File: src/rtl/regfile_pkg.sv
// regfile_pkg: shared register file widths and the write-request record
package regfile_pkg;
  localparam int DATA_W = 8;
  localparam int ADDR_W = 3;
  localparam int NUM_REGS = 8;
  typedef struct packed {
    logic [ADDR_W-1:0] addr;
    logic [DATA_W-1:0] data;
  } wr_req_t;
endpackage

File: src/rtl/wb_fifo.sv
// wb_fifo: pending-write FIFO with age-ordered entry visibility (slot 0 = oldest)
module wb_fifo
  import regfile_pkg::*;
#(
  parameter int DEPTH = 4
) (
  input  logic                         clk,
  input  logic                         rst_n,
  input  logic                         push,
  input  logic                         pop,
  input  logic                         flush,
  input  wr_req_t                      din,
  output wr_req_t                      head,
  output logic                         full,
  output logic                         empty,
  output logic [$clog2(DEPTH+1)-1:0]   count,
  output logic                         ent_valid [DEPTH],
  output wr_req_t                      ent       [DEPTH]
);
  localparam int PW = $clog2(DEPTH);
  localparam int CW = $clog2(DEPTH+1);
  logic [PW:0] wptr, rptr;
  wr_req_t mem [DEPTH];
  assign count = wptr - rptr;
  assign full  = count == CW'(DEPTH);
  assign empty = wptr == rptr;
  assign head  = mem[rptr[PW-1:0]];
  // pointer update; flush and reset both empty the queue
  always_ff @(posedge clk) begin
    if (!rst_n || flush) begin
      wptr <= '0;
      rptr <= '0;
    end else begin
      if (push) wptr <= wptr + 1'b1;
      if (pop) rptr <= rptr + 1'b1;
    end
  end
  // storage write; push is already gated by flush in the caller
  always_ff @(posedge clk) begin
    if (push) mem[wptr[PW-1:0]] <= din;
  end
  for (genvar g = 0; g < DEPTH; g++) begin : g_ent
    assign ent[g]       = mem[rptr[PW-1:0] + PW'(g)];
    assign ent_valid[g] = CW'(g) < count;
  end
endmodule

File: src/rtl/regfile_wb_driver.sv
// regfile_wb_driver: buffered write-back driver with pending-write forwarding
module regfile_wb_driver
  import regfile_pkg::*;
#(
  parameter int DATA_W = regfile_pkg::DATA_W,
  parameter int ADDR_W = regfile_pkg::ADDR_W,
  parameter int DEPTH  = 4
) (
  input  logic                       clk,
  input  logic                       rst_n,
  input  logic                       req_valid,
  output logic                       req_ready,
  input  logic [ADDR_W-1:0]          req_addr,
  input  logic [DATA_W-1:0]          req_data,
  input  logic                       wb_stall,
  input  logic                       flush,
  output logic [ADDR_W-1:0]          wb_addr,
  output logic [DATA_W-1:0]          wb_data,
  output logic                       wb_en,
  input  logic [ADDR_W-1:0]          chk_addr,
  output logic                       chk_hit,
  output logic [DATA_W-1:0]          chk_data,
  output logic [$clog2(DEPTH+1)-1:0] count
);
  logic push, pop, full, empty;
  wr_req_t head;
  logic ent_valid [DEPTH];
  wr_req_t ent [DEPTH];
  assign req_ready = !full;
  assign push = req_valid && !full && !flush;
  assign pop  = !empty && !wb_stall && !flush;
  wb_fifo #(.DEPTH(DEPTH)) u_fifo (
    .clk(clk),
    .rst_n(rst_n),
    .push(push),
    .pop(pop),
    .flush(flush),
    .din('{addr: req_addr, data: req_data}),
    .head(head),
    .full(full),
    .empty(empty),
    .count(count),
    .ent_valid(ent_valid),
    .ent(ent)
  );
  // issue register: address/data hold when idle, enable drops on stall/flush/empty
  always_ff @(posedge clk) begin
    if (!rst_n) begin
      wb_en   <= 1'b0;
      wb_addr <= '0;
      wb_data <= '0;
    end else begin
      wb_en <= pop;
      if (pop) begin
        wb_addr <= head.addr;
        wb_data <= head.data;
      end
    end
  end
  // forwarding: in-flight write is oldest, later FIFO slots override earlier ones
  always_comb begin
    chk_hit  = wb_en && wb_addr == chk_addr;
    chk_data = chk_hit ? wb_data : '0;
    for (int i = 0; i < DEPTH; i++) begin
      if (ent_valid[i] && ent[i].addr == chk_addr) begin
        chk_hit  = 1'b1;
        chk_data = ent[i].data;
      end
    end
  end
endmodule

File: config.mk
export PLATFORM = sky130hd
export DESIGN_NAME = regfile_wb_driver
export DESIGN_NICKNAME = d
export VERILOG_FILES = /design/src/rtl/regfile_pkg.sv /design/src/rtl/wb_fifo.sv /design/src/rtl/regfile_wb_driver.sv
export SDC_FILE = /design/constraint.sdc
export NUM_CORES = 1
export LEC_CHECK = 0
export BUFFER_PORTS_ARGS = -buffer_cell sky130_fd_sc_hd__buf_2
export CELL_PAD_IN_SITES_DETAIL_PLACEMENT = 0
export CELL_PAD_IN_SITES_GLOBAL_PLACEMENT = 1
export CORE_AREA = 2 2 114 72
export CTS_BUF_LIST = sky130_fd_sc_hd__clkbuf_2 sky130_fd_sc_hd__clkbuf_4 sky130_fd_sc_hd__clkbuf_8
export CTS_CLUSTER_DIAMETER = 80
export CTS_CLUSTER_SIZE = 40
export DETAILED_ROUTE_END_ITERATION = 10
export DIE_AREA = 0 0 116 74
export PLACE_DENSITY = 0.9
export SLEW_MARGIN = 20
export SYNTH_ARGS = -nofsm -noshare
export SYNTH_HDL_FRONTEND = slang
export SYNTH_HIERARCHICAL = 1
export SYNTH_SLANG_ARGS = --single-unit
File: constraint.sdc
create_clock -name clk -period 4.85 [get_ports clk]
set_clock_uncertainty 0.05 [all_clocks]
set_input_delay 0.97 -clock clk [delete_from_list [all_inputs] [get_ports clk]]
set_output_delay 0.97 -clock clk [all_outputs]
set_load 0.02 [all_outputs]
==> results.yml <==
status:
  status: "finished clean"
die:
  core_mm2: 0.007570
  ios: 44
  die_w_um: 116
  die_area_mm2: 0.008584
  die_h_um: 74
  initial_core_util: 0.5251
  rows: 25
min_path:
  min_to: "wb_data[1]"
  hold_path_class: "reg2reg"
  worstHoldStart: "wb_data[1]"
  hold_path_depth: 2
drt:
  drt_first_pass_iters: 5
  drtIter0Drc: 247
  drt_wl_total_mm: 8.756
  avgViaCountPerCell: 5.979
  antenna_left: 0
  drcViolationCount: 0
  wl_per_cell_um: 19.99
  dr_total_vias: 2619
power:
  p_comb_frac: 0.057
  power.leakage_nw: 1.494
  p_sw_uw: 258.6
  ir_drop_mv: 0.2773
  sw_frac_of_total: 0.2217
  p_int_uw: 907.7
  seqPwrFrac: 0.511
  power_per_cell_area_mw_per_mm2: 268.8
  clock_power_share: 0.431
  p_total_mw: 1.166
global_route:
  grtUsageTotal: 0.2197
  grt_overflow: 0
  grt_max_degree: 35
  grt_pass1_vias: 2426
  grt_first_pass_wirelength_mm: 13.46
  antenna_found_initial: 0
timing:
  period_minus_slack_ps: 4298
  rsz0062_at_grt: "false"
  slew_headroom: 0.3887
  tightestPinTransition_ps: 914.9
  hold_viol_final: 0
  fmax_mhz: 232.7
  drv_slew: 0
  period_share: 0.8861
  setup_viol: 0
  tns_ps: 0
synth:
  synthCells: 296
  synth_cell_types: 37
  ys_warn_count: 6
  async_flop_share: 0
  synth-edff-count: 44
  synth-seq-cells: 64
  ys.flop_type: "edfxtp_1"
  syn-cell-area_mm2: 0.003975
  synthesis.nets: 323
  avgSynthCellArea_um2: 13.43
  synth_seq_area_share: 0.4331
critical_path:
  reg2reg_slack_ps: 1400
  crit_fanout: 34
  reg2reg_depth: 7
  path_class: "reg2out"
  cp-start-kind: "flop"
  regToRegStartpoint: "u_fifo/wptr[0]"
  cp-end-kind: "primary output"
  required_ps: 3830
  crit_arrival_ps: 3280
  r2r-end: "u_fifo/mem[3][0]"
clock_tree:
  hold_buffers: 0
  cts-root-buf: "clkbuf_8"
  cts_sinks: 64
  worst_skew_pair.late_latency_ps: 360
  cts_tree: "done"
  cts-resized-gates: 0
  h-tree-depth: 3
  clk_pin_slew_ps: 70
  numCtsBuffers: 9
  cts.path.max_buffers: 2
  post_cts_buffers: 0
placed_design:
  numPortBuffers: 43
  place_congestion: 0.9015
  dp_hpwl_mm: 6.342
finish:
  layout.nets: 352
  final_cell_mix: "edfxtp_1, buf_2, mux4_2, nand2_1, dfxtp_1"
  num_antenna_cells: 0
  drive_above_1_share: 0.3333
  layout_commonest_cell: "edfxtp_1"
  syn_to_final_growth_pct: 9.160
flow_run:
  max-cap-violations: 0
## worst max-delay path, cell delays in order, from the launching register on
cell and delay [ps]:
dfxtp_2 350, buf_4 490, mux4_1 640, xnor2_1 160, nand4_1 280, buf_4 260
nand2_1 200, o22ai_1 130, a31oi_1 200, buf_2 200
## how the worst max path moves through the flow
| stage | depth (start not counted) | endpoint | from |
|---|---|---|---|
| 2_1_floorplan | 9 | chk_data[3] | u_fifo/rptr[1] |
| 3_3_place_gp | 9 | chk_data[0] | u_fifo/rptr[0] |
| 3_5_place_dp | 9 | chk_data[0] | u_fifo/rptr[0] |
| 4_1_cts | 9 | chk_data[0] | u_fifo/rptr[0] |
| 5_1_grt | 9 | chk_data[2] | u_fifo/rptr[0] |
| 6_report | 9 | chk_data[2] | u_fifo/rptr[0] |
## cell type report
class	instances	area [um^2]
Clock buffer	9	123.9
Fill cell	627	3231
Inverter	9	33.78
Timing Repair Buffer	51	275.3
Clock inverter	7	96.34
Sequential cell	64	1723
Tap cell	108	135.1
Multi-Input combinational cell	190	1952
## logic make-up after synthesis
logic type      count (synthesis)  share of synthesized area
compound gates                 40                    0.06579
flops                          64                     0.4331
mux                            46                     0.2581
xor+xnor                       19                    0.04533
fa+ha+maj                       8                    0.02707
simple gates                   77                    0.09474
buf+inv                        42                    0.07586
## cell usage after synthesis, types with 4 or more instances
cell / number / share of area
or3_1: 9 / 0.014
a21oi_1: 10 / 0.013
xnor2_1: 16 / 0.035
a21boi_0: 11 / 0.021
nand2_1: 33 / 0.031
mux4_1: 4 / 0.026
dfxtp_1: 20 / 0.10
o22ai_1: 8 / 0.013
inv_1: 9 / 0.0085
buf_6: 4 / 0.011
mux4_2: 40 / 0.23
clkbuf_1: 4 / 0.0038
edfxtp_1: 44 / 0.33
and2_1: 5 / 0.0079
nor2_1: 14 / 0.013
a31oi_1: 7 / 0.011
ha_1: 7 / 0.022
buf_4: 15 / 0.028
buf_2: 7 / 0.0088
## routing by layer
metal / up-vias / track usage / share of wire
met3: 12 / 0.09128 / 0.12
met5: - / 0 / 0
li1: 1185 / - / -
met1: 1279 / 0.3357 / 0.46
met4: 0 / 0.05688 / 0.0088
met2: 143 / 0.2904 / 0.41
## flip-flops by register name, summed over array words and instances (netlist names), named ones only
name and cells:
wb_en 1, u_fifo/rptr 3, u_fifo/mem 44, wb_addr 3, u_fifo/wptr 3, wb_data 8
## per-stage QoR
stage / util / hold slack, ps / instance area (um^2) / setup WS [ps] / std cells
2_1_floorplan: - / 478.5 / 3975 / 1308 / 296
3_3_place_gp: 0.5441 / 413.2 / 4119 / 1072 / 422
3_5_place_dp: 0.5441 / 425.7 / 4119 / 941.5 / 422
4_1_cts: 0.5732 / 436.3 / 4339 / 538.8 / 438
5_1_grt: 0.5732 / 448.5 / 4339 / 317.6 / 438
6_report: 0.5732 / 436.5 / 4339 / 552.2 / 438
## power groups by stage
stage | Clock (mW) | Sequential, mW | Combinational, mW
after floorplan | 0 | 0.608 | 0.0494
after global placement | 0 | 0.608 | 0.0645
after detailed placement | 0 | 0.608 | 0.0662
after CTS | 0.513 | 0.596 | 0.0665
after global routing | 0.534 | 0.597 | 0.0725
final | 0.503 | 0.597 | 0.0666
Power figures use the tool's default switching activity.
